## src/rtl/sign_extender_if.sv

```systemverilog
// sign_extender_if: bundles the immediate-extension signals between a
// producer (decode stage or bench) and the sign_extender block.
//
//   in        producer -> extender  immediate field (IN_WIDTH)
//   mode      producer -> extender  extension select (2)
//   in_valid  producer -> extender  qualifies in/mode for the registered path
//   out       extender -> producer  combinational extended word (OUT_WIDTH)
//   is_neg    extender -> producer  combinational MSB of out
//   out_q     extender -> producer  registered extended word (OUT_WIDTH)
//   out_valid extender -> producer  registered, out_q holds a fresh result
//
// Handshake: in_valid is sampled on every rising clk edge. A sample with
// in_valid=1 is a transfer; there is no ready/backpressure, so the extender
// accepts every valid beat and answers it with out_valid=1 exactly one
// cycle later.
interface sign_extender_if #(
    parameter int IN_WIDTH  = 16,
    parameter int OUT_WIDTH = 32
);
    logic [IN_WIDTH-1:0]  in;
    logic [1:0]           mode;
    logic                 in_valid;
    logic [OUT_WIDTH-1:0] out;
    logic                 is_neg;
    logic [OUT_WIDTH-1:0] out_q;
    logic                 out_valid;

    modport master (
        output in,
        output mode,
        output in_valid,
        input  out,
        input  is_neg,
        input  out_q,
        input  out_valid
    );

    modport slave (
        input  in,
        input  mode,
        input  in_valid,
        output out,
        output is_neg,
        output out_q,
        output out_valid
    );
endinterface

```

## src/rtl/sign_extender.sv

```systemverilog
// sign_extender: widens an instruction immediate to the datapath word.
//
//   clk    rising-edge clock
//   reset  asynchronous active-high; clears out_q/out_valid only
//   bus    sign_extender_if.slave
//            in/mode     -> out/is_neg  combinational, zero latency
//            in_valid    -> out_q/out_valid one cycle later
//
// mode 00 sign-extend, 01 zero-extend, 10 byte sign-extend (in[7] is the
// sign, upper input bits ignored), 11 upper-load (in placed in the top
// IN_WIDTH bits, low bits zero).
module sign_extender #(
    parameter int IN_WIDTH  = 16,
    parameter int OUT_WIDTH = 32
) (
    input  logic            clk,
    input  logic            reset,
    sign_extender_if.slave  bus
);
    // Byte mode needs at least 8 input bits and upper-load needs the
    // immediate to fit in the top half of the word.
    if (IN_WIDTH < 8 || 2 * IN_WIDTH > OUT_WIDTH) begin : g_param_check
        $error("sign_extender: IN_WIDTH must be in 8..OUT_WIDTH/2");
    end

    localparam int EXT_W  = OUT_WIDTH - IN_WIDTH;
    localparam int BYTE_W = OUT_WIDTH - 8;

    logic [OUT_WIDTH-1:0] ext;
    logic [OUT_WIDTH-1:0] res_d, res_q;
    logic                 valid_d, valid_q;

    // Combinational extension; does not depend on clk or reset.
    always_comb begin
        ext = '0;
        case (bus.mode)
            2'b00: ext = {{EXT_W{bus.in[IN_WIDTH-1]}}, bus.in};
            2'b01: ext = {{EXT_W{1'b0}}, bus.in};
            2'b10: ext = {{BYTE_W{bus.in[7]}}, bus.in[7:0]};
            2'b11: ext = {bus.in, {EXT_W{1'b0}}};
            default: ext = '0;
        endcase
    end

    // out_q holds its last value when no valid beat arrives; out_valid
    // only marks the cycle right after a capture.
    always_comb begin
        res_d   = res_q;
        valid_d = bus.in_valid;
        if (bus.in_valid) begin
            res_d = ext;
        end
    end

    always_ff @(posedge clk or posedge reset) begin
        if (reset) begin
            res_q   <= '0;
            valid_q <= 1'b0;
        end else begin
            res_q   <= res_d;
            valid_q <= valid_d;
        end
    end

    assign bus.out       = ext;
    assign bus.is_neg    = ext[OUT_WIDTH-1];
    assign bus.out_q     = res_q;
    assign bus.out_valid = valid_q;
endmodule

```

## src/flat_wrapper.sv

```systemverilog
// flat-port wrapper written by rule: the top's interface ports become plain ports
module sign_extender_flat 
#(
    parameter int IN_WIDTH  = 16,
    parameter int OUT_WIDTH = 32
)
  (clk, reset, bus_in, bus_mode, bus_in_valid, bus_out, bus_is_neg, bus_out_q, bus_out_valid);
  sign_extender_if #(.IN_WIDTH(IN_WIDTH), .OUT_WIDTH(OUT_WIDTH)) bus_i ();
  input  logic clk;
  input  logic reset;
  input wire logic [$bits(bus_i.in)-1:0] bus_in;
  input wire logic [$bits(bus_i.mode)-1:0] bus_mode;
  input wire logic [$bits(bus_i.in_valid)-1:0] bus_in_valid;
  output wire logic [$bits(bus_i.out)-1:0] bus_out;
  output wire logic [$bits(bus_i.is_neg)-1:0] bus_is_neg;
  output wire logic [$bits(bus_i.out_q)-1:0] bus_out_q;
  output wire logic [$bits(bus_i.out_valid)-1:0] bus_out_valid;
  assign bus_i.in = bus_in;
  assign bus_i.mode = bus_mode;
  assign bus_i.in_valid = bus_in_valid;
  assign bus_out = bus_i.out;
  assign bus_is_neg = bus_i.is_neg;
  assign bus_out_q = bus_i.out_q;
  assign bus_out_valid = bus_i.out_valid;
  sign_extender #(.IN_WIDTH(IN_WIDTH), .OUT_WIDTH(OUT_WIDTH)) u_core (.clk(clk), .reset(reset), .bus(bus_i));
endmodule
```

## config.mk

```make
export PLATFORM = sky130hd
export DESIGN_NAME = sign_extender_flat
export DESIGN_NICKNAME = d
export VERILOG_FILES = /design/src/rtl/sign_extender_if.sv /design/src/rtl/sign_extender.sv /design/src/flat_wrapper.sv
export SDC_FILE = /design/constraint.sdc
export NUM_CORES = 1
export LEC_CHECK = 0
export ABC_AREA = 1
export CORE_MARGIN = 5
export CORE_UTILIZATION = 36
export CTS_CLUSTER_SIZE = 10
export DETAILED_ROUTE_END_ITERATION = 16
export PLACE_DENSITY = 0.77
export RECOVER_POWER = 100
export SETUP_SLACK_MARGIN = 0.4
export SLEW_MARGIN = 5
export SYNTH_ARGS = -nofsm -noshare
export SYNTH_HDL_FRONTEND = slang
export SYNTH_SLANG_ARGS = --single-unit
```

## constraint.sdc

```tcl
create_clock -name clk -period 0.8 [get_ports clk]
set_input_delay 0.08 -clock clk [delete_from_list [all_inputs] [get_ports clk]]
set_output_delay 0.08 -clock clk [all_outputs]
set_load 0.02 [all_outputs]
```

==> results of run 1 <==
[area by class of cell]
| type | count | area (um^2) |
|---|---|---|
| repair buffers | 156 | 1700 |
| multi-input cells | 149 | 1210 |
| flip-flops and latches | 33 | 856 |
| fillers | 234 | 663 |
| clock buffers | 7 | 96.3 |
| well taps | 54 | 67.6 |
| inverters | 13 | 58.8 |
| clock inverters | 1 | 5.00 |
[power by group]
part	switching, uW	total (uW)	internal (uW)	leakage, uW
registers	142	2000	1860	0.000380
logic	1250	2520	1270	0.00154
clock network	663	1440	778	0.0000542
[per-stage QoR]
stage          setup slack (ns)  TNS [ns]  instance area (um^2)  hold WS, ns  total power [uW]
2_1_floorplan           -0.0677    -0.940                  1990       0.0138              2960
3_3_place_gp              -1.04    -60.40                  3060        0.461              3870
3_5_place_dp              -1.09    -62.67                  3060        0.464              3900
4_1_cts                  -0.268    -11.56                  3800        0.196              5730
5_1_grt                  -0.291    -15.48                  4000        0.214              6200
6_report                 -0.256    -12.52                  4000        0.211              5970
[flip-flops by register name, summed over array words and instances (netlist names)]
register and count:
u_core.bus.out_valid 1, u_core.bus.out_q 32
[routing by layer]
metal	vias to the layer above	track usage (%)	part of all wire [%]
li1	959	-	-
met1	1051	28.8	38
met2	101	38.9	53
met3	18	6.58	5.9
met4	0	9.44	2.2
met5	-	0	0
[worst reg2reg max path, cell delays in order (launching register included)]
cell,delay [ns]
dfrtp_2,0.42
buf_4,0.14
nor2_2,0.14
a31oi_4,0.04
[logic make-up after synthesis]
family	Yosys count	share of synthesized area [%]
compound gates	9	3.31
buf+inv	29	9.71
simple gates	138	38.5
flops	33	48.5
[repair_timing]
action | in CTS | in global routing
resized for setup | 480 | 35
setup buffers | 26 | 14
hold buffers | 0 | 0
endpoints found under the setup margin | 99 | 98
pin swaps | 26 | 19
cloned | 5 | 0
[placed cells by master, fill, tap and decap left out, drive strengths merged]
cell type,Yosys,routed
buf,13,137
nand2,89,91
dfrtp,33,33
nand3,31,31
nor2,18,18
dlygate4sd2,0,11
inv,13,11
clkbuf,3,10
a31oi,9,9
clkdlybuf4s50,0,3
clkinvlp,0,2
clkinv,0,1
clkdlybuf4s15,0,1
dlygate4sd3,0,1
[how the worst min path moves through the flow]
| stage | startpoint | endpoint | slack [ns] | depth (start not counted) |
|---|---|---|---|---|
| after floorplan | reset | u_core.bus.out_q[16] | 0.01 | 1 |
| after global placement | u_core.bus.out_q[24] | u_core.bus.out_q[24] | 0.46 | 2 |
| after detailed placement | u_core.bus.out_q[21] | u_core.bus.out_q[21] | 0.46 | 2 |
| after CTS | reset | u_core.bus.out_q[7] | 0.20 | 3 |
| after global routing | bus_in_valid | u_core.bus.out_valid | 0.21 | 2 |
| final | bus_in_valid | u_core.bus.out_valid | 0.21 | 2 |
==> impl_metrics.tcl, run 1 <==
set metrics [dict create \
    grt_max_degree 20 \
    drc 0 \
    cts_max_level 2 \
    slew_headroom_pct 68.2 \
    r2r_cells 3 \
    utilization_pct 85.8 \
    synth_fp_nets 230 \
    synthArstFlopShare_pct 100 \
    drive_gt1_share_pct 73.0 \
    timing.rr.start "u_core.bus.out_q[14]" \
    critPathCapture "bus_out[27]" \
    cp_max_fo 8 \
    skew_ns 0 \
    drv_cap 0 \
    stdcell_count 413 \
    area_delta_synth_final_pct 135 \
    path_clk_slew_ns 0.08 \
    yosys_warnings 0 \
    vias_per_cell 5.15 \
    min_path_type "in2reg" \
    slew_viol_final 0 \
    vias 2129 \
    drt-pass1-iter-count 4 \
    rsz0062_at_grt "true" \
    port_buffers 86 \
    insertedDiodeCount 0 \
    place.gp.congestion 0.761 \
    clockBufferDepth 2 \
    violations "negative setup slack" \
    p_leak_uw 0.00198 \
    path_buf_inv 5 \
    grt-ovfl-total 0 \
    synthTopCellsByCount "88 x nand2_1, 33 x dfrtp_1, 17 x nor2_1" \
    ys_ff_latch 33 \
    clkLatencyLatePin_ns 0.29 \
    yosysTopAreaCell "dfrtp_1" \
    seq_area_frac_synth_pct 48.5 \
    reg2reg_slack_ns -0.07 \
    yosysMostFrequentCell "nand2_1" \
    yosys_most_used_dff "dfrtp_1" \
    grt_pass1_vias 2185 \
    drt_iter0_drc 120 \
    ant_nets 0 \
    worst_path_most_repeated_cell "buf_6" \
    synth_cells 209 \
    dpl.hpwl_um 4150 \
    crit_start "bus_mode[1]" \
    status "finished with violations" \
    io-pin-count 87 \
    synth_area_um2 1700 \
    final_hold_viol_count 0 \
    cts_buffers 5 \
    critPathSlowestCell "buf_12" \
    final_nets 379 \
    grt_antenna_before_repair 0 \
    cp-start-kind "input port" \
    synth.area.top_cells "dfrtp_1 49%, nand2_1 19%, nand3_2 8.2%" \
    synth_top_cell_area_share_pct 48.5 \
    coreArea_um2 4660 \
    worst_pin_slew_ns 0.477 \
    fin_ws_ns -0.256 \
    path_cells "buf_6 > buf_6 > buf_12 > nor2_4 > buf_12 > nand2_8 > nand3_4 > buf_6" \
    period_needed_ns 1.06 \
    cts_sinks 33 \
    cp.depth 8 \
    dp.cells 360 \
    setup.worst_path.class "in2out" \
    syn_avg_cell_area_um2 8.14 \
    track_usage_pct 23.5 \
    routedWlPerCell_um 18.5 \
    synth_edf_count 0 \
    grt_pass1_wl_um 11300 \
    r2r_end "u_core.bus.out_q[14]" \
    end_kind "output port" \
    required_ns 0.72 \
    pwr_density_cell_nw_per_um2 1490 \
    finalCritPeriodShare_pct 132 \
    fp.dieW_um 78.8 \
    initial_core_util_pct 36.5 \
    root_buffer "clkbuf_8" \
    yosys.cell_types.count 14 \
    cts_tree "yes" \
    wirelength_um 7620 \
    cpPeakStageDelay_ns 0.14 \
    row_count 25 \
    max_freq_ghz 0.947 \
    die-area_um2 6200 \
    fp.dieH_um 78.8 \
    cp.arrival_ns 0.98 \
    setup_viol_count_final 81 \
    cpLargestDelayFamily "buffers and inverters" \
    irDropWorstVdd_mv 0.846 \
]
No activity file was read; power rests on OpenSTA's default activity.
==> inputs of run 2 (changes only) <==
Settings changed: TNS_END_PERCENT set to 50.
==> run 2 against run 1 <==
  * The flow still finishes with violations (negative setup slack)
  * Final cell count is 2.4% lower
  * Critical path depth is 1 lower
  * Via count is 7.7% lower
  * Clock-buffer cell count stayed put
  * Hold slack better by 0.10 ns
  * Critical endpoint is now bus_out[20]
==> impl_metrics.tcl, run 2 (same netlist as run 1, synthesis figures left out) <==
set metrics [dict create \
    seqCellArea_um2 826 \
    grt_pass1_vias 2063 \
    irDropWorstVdd_mv 0.866 \
    port_buffers 86 \
    final_common_cell "nand2_1" \
    ant_nets 0 \
    initial_core_util_pct 36.5 \
    max_freq_ghz 0.959 \
    utilization_pct 78.4 \
    cts_sinks 33 \
    drive_gt1_share_pct 60.5 \
    r2r_cells 4 \
    drt-pass1-iter-count 4 \
    insertedDiodeCount 0 \
    slew_headroom_pct 78.8 \
    hold_end "u_core.bus.out_q[8]" \
    grt_pass1_wl_um 10000 \
    die-area_um2 6200 \
    root_buffer "clkbuf_8" \
    dp.cells 362 \
    reg2reg_slack_ns -0.06 \
    drv_cap 0 \
    layout_common_cells "63 x nand2_1, 62 x buf_6, 48 x buf_4, 33 x dfrtp_1" \
    wirelength_um 6310 \
    timing.rr.start "u_core.bus.out_q[16]" \
    grt_antenna_before_repair 0 \
    grt-ovfl-total 0 \
    final_hold_viol_count 0 \
    fp.dieH_um 78.8 \
    hp-start "bus_in[8]" \
    vias_per_cell 4.88 \
    area_delta_synth_final_pct 115 \
    p_leak_uw 0.00192 \
    clockBufferDepth 2 \
    grt_max_degree 21 \
    coreArea_um2 4660 \
    fp.dieW_um 78.8 \
    cts_tree "yes" \
    track_usage_pct 20.4 \
    cts_max_level 2 \
    period_needed_ns 1.04 \
    cp-start-kind "input port" \
    skew_ns 0 \
    end_kind "output port" \
    setup.worst_path.class "in2out" \
    io-pin-count 87 \
    cts_buffers 5 \
    whs_path_depth 3 \
    status "finished with violations" \
    required_ns 0.72 \
    fin_ws_ns -0.243 \
    r2r_end "u_core.bus.out_q[16]" \
    setup_viol_count_final 79 \
    row_count 25 \
    final_nets 370 \
    place_ws_ns -1.08 \
    drt_iter0_drc 75 \
    path_clk_slew_ns 0.06 \
    multi_input_area_um2 1120 \
    num-fill-cells 297 \
    routedWlPerCell_um 15.7 \
    finalCritPeriodShare_pct 130 \
    vias 1965 \
    cp_max_fo 8 \
    pwr_density_cell_nw_per_um2 1510 \
    dpl.hpwl_um 4100 \
    slew_viol_final 0 \
    violations "negative setup slack" \
    min_path_type "in2reg" \
    clkLatencyLatePin_ns 0.28 \
    rsz0062_at_grt "true" \
    worst_pin_slew_ns 0.319 \
    drc 0 \
    stdcell_count 403 \
    largest_reg_flops 32 \
    place.gp.congestion 0.777 \
    cp.arrival_ns 0.96 \
]
-- run 2: critical path, cell delays in order --
cell and delay [ns]:
buf_6 0.09, buf_8 0.13, buf_4 0.13, buf_4 0.18, nand3_1 0.12, nand3_4 0.09, buf_6 0.14
-- run 2: final cells by class --
type / instances / area share [%]
Timing Repair Buffer: 147 / 40.9
Tap cell: 54 / 1.85
Clock buffer: 7 / 2.36
Sequential cell: 33 / 22.6
Inverter: 13 / 1.68
Multi-Input combinational cell: 149 / 30.6
-- run 2: power breakdown --
part	total [uW]	switching, uW	leakage, uW	internal, uW
Clock	1270	584	0.0000443	682
Combinational	2280	1140	0.00147	1140
Sequential	1960	123	0.000408	1840
Total	5510	1850	0.00192	3660
-- run 2: stage by stage --
| step | power [uW] | instance area (um^2) | hold slack, ns | TNS [ns] |
|---|---|---|---|---|
| after CTS | 5310 | 3430 | 0.187 | -8.67 |
| final | 5510 | 3650 | 0.311 | -9.09 |
| after detailed placement | 3900 | 3040 | 0.467 | -59.16 |
| after global placement | 3870 | 3040 | 0.462 | -57.48 |
| after global routing | 5740 | 3650 | 0.339 | -11.55 |
| after floorplan | 2940 | 1950 | 0.0146 | -0.906 |
-- run 2: worst max-delay path by stage --
| stage | start | end | slack (ns) | cells past startpoint |
|---|---|---|---|---|
| 2_1_floorplan | bus_mode[0] | u_core.bus.out_q[16] | -0.07 | 7 |
| 3_3_place_gp | bus_mode[1] | bus_out[30] | -1.05 | 6 |
| 3_5_place_dp | bus_mode[1] | bus_out[30] | -1.08 | 6 |
| 4_1_cts | bus_mode[0] | bus_out[25] | -0.22 | 8 |
| 5_1_grt | bus_mode[0] | bus_out[18] | -0.27 | 8 |
| 6_report | bus_mode[0] | bus_out[20] | -0.24 | 7 |
-- run 2: metal layers --
layer / up-vias / routed length [um] / share of wire (%) / global-route usage [%]
li1: 946 / - / - / -
met4: 0 / 147 / 2.3 / 5.94
met3: 17 / 369 / 5.9 / 6.46
met5: - / 0 / 0 / 0
met1: 939 / 2500 / 40 / 24.1
met2: 63 / 3290 / 52 / 35.4
-- run 2: what timing repair did --
item / 4_1_cts / 5_1_grt
hold buffers: 0 / 0
buffers inserted: 15 / 14
pin swaps: 33 / 19
cloned: 5 / 0
gates resized for setup: 422 / 50
hold endpoints to repair: 0 / 0
endpoints found under the setup margin: 99 / 99
==> inputs of run 3 (changes only) <==
Settings changed: CORE_MARGIN 5 to 2.
==> run 3 against run 2 <==
  * The run still ends with negative setup slack left
  * Clock skew unchanged
  * Setup slack better by 0.026 ns
  * Flip-flop and latch count unchanged
  * Via count up 0.61%
  * Core utilization up 1.5 points
  * Clock-buffer cell count up 1
  * Design area up 1.3%
  * Critical endpoint is now bus_out[25]
  * Non-clock buffer count up 5
  * Combinational power about the same
==> impl_metrics.tcl, run 3 (same netlist as run 1, synthesis figures left out) <==
set metrics [dict create \
    status "finished with violations" \
    violations "negative setup slack" \
    area_delta_synth_final_pct 117 \
    vias 1977 \
    slew_headroom_pct 65.2 \
    setup_viol_count_final 72 \
    grt_antenna_before_repair 0 \
    cp_max_fo 8 \
    final_area_um2 3700 \
    fp.dieW_um 72.8 \
    routedWlPerCell_um 14.9 \
    cts_buffers 5 \
    clockBufferDepth 2 \
    coreArea_um2 4630 \
    cts_sinks 33 \
    drc 0 \
    fp.dieH_um 72.8 \
    final_nets 374 \
    setup.worst_path.class "in2out" \
    io-pin-count 87 \
    required_ns 0.72 \
    drt_iter0_drc 59 \
    row_count 25 \
    path_clk_slew_ns 0.06 \
    drive_gt1_share_pct 58.2 \
    utilization_pct 79.9 \
    ant_nets 0 \
    grt_max_degree 26 \
    cp.arrival_ns 0.94 \
    num-fill-cells 293 \
    place.gp.congestion 0.751 \
    cts_max_level 2 \
    slew_viol_final 0 \
    insertedDiodeCount 0 \
    wirelength_um 6090 \
    drv_cap 0 \
    port_buffers 86 \
    clkLatencyLatePin_ns 0.28 \
    fin_ws_ns -0.216 \
    period_needed_ns 1.02 \
    max_freq_ghz 0.984 \
    pwr_density_cell_nw_per_um2 1480 \
    skew_ns 0 \
    largest_reg_flops 32 \
    initial_core_util_pct 36.8 \
    min_path_type "in2reg" \
    worst_pin_slew_ns 0.522 \
    cts_hold_buf 0 \
    placed_area_um2 3030 \
    end_kind "output port" \
    vias_per_cell 4.85 \
    grt-ovfl-total 0 \
    track_usage_pct 23.2 \
    cp-start-kind "input port" \
    drt-pass1-iter-count 4 \
    finalCritPeriodShare_pct 127 \
    irDropWorstVdd_mv 0.755 \
    cts_tree "yes" \
    final_common_cell "buf_6" \
    grt_pass1_vias 1963 \
    rsz0062_at_grt "true" \
    root_buffer "clkbuf_8" \
    die-area_um2 5290 \
    final_hold_viol_count 0 \
    grt_pass1_wl_um 9530 \
    layout_common_cells "76 x buf_6, 68 x nand2_1, 36 x buf_4, 33 x dfrtp_1, 19 x nand3_4" \
    dpl.hpwl_um 3750 \
    p_leak_uw 0.00193 \
    tns_ns -7.74 \
]
==> run 3: worst paths after layout <==
| kind | startpoint | endpoint | slack [ns] | cells past startpoint |
|---|---|---|---|---|
| max in group asynchronous | reset | u_core.bus.out_q[26] | 0.19 | 3 |
| setup reg to reg | u_core.bus.out_q[26] | u_core.bus.out_q[26] | -0.05 | 4 |
| hold reg to reg | u_core.bus.out_q[3] | u_core.bus.out_q[3] | 0.50 | 2 |
| min in group asynchronous | reset | u_core.bus.out_q[22] | 0.35 | 3 |
| setup / recovery | bus_mode[0] | bus_out[25] | -0.22 | 7 |
| hold / removal | bus_in[15] | u_core.bus.out_q[23] | 0.28 | 3 |
==> run 3: area by class of cell <==
type	instances	area, um^2	area share, %
clock buffers	8	80.1	2.16
multi-input cells	148	1120	30.4
flip-flops and latches	33	826	22.3
repair buffers	152	1540	41.6
well taps	54	67.6	1.83
inverters	13	61.3	1.66
==> run 3: layer usage <==
layer	track usage [%]	share of wire (%)	vias to the layer above
met1	27.1	37	951
met3	5.39	4.5	12
met4	7.82	1.6	0
li1	-	-	947
met2	41.5	57	67
met5	0	0	-
==> run 3: worst max-delay path: stages <==
cell and delay, ns:
buf_8 0.10, buf_6 0.11, nor2_4 0.15, buf_6 0.14, nand2_8 0.10, nand3_4 0.13, buf_6 0.12
==> run 3: repair_timing <==
action / CTS / global route
buffers inserted: 19 / 19
gates cloned: 2 / 0
hold endpoints to repair: 0 / 0
pin swaps: 29 / 16
endpoints found under the setup margin: 99 / 98
gates resized for setup: 443 / 49
==> run 3: stage by stage <==
step	worst slack, ns	total power (uW)	instances	hold WS, ns
finish	-0.216	5480	408	0.279
global route	-0.244	5760	408	0.282
CTS	-0.200	5260	389	0.189
detailed placement	-1.06	3870	360	0.466
global placement	-1.05	3840	360	0.461
floorplan	-0.0677	2940	209	0.0146
==> run 3: power breakdown <==
| group | total (uW) | switching (uW) | internal, uW |
|---|---|---|---|
| clock | 1200 | 584 | 618 |
| sequential | 1960 | 120 | 1840 |
| combinational | 2310 | 1150 | 1170 |
| total | 5480 | 1850 | 3620 |
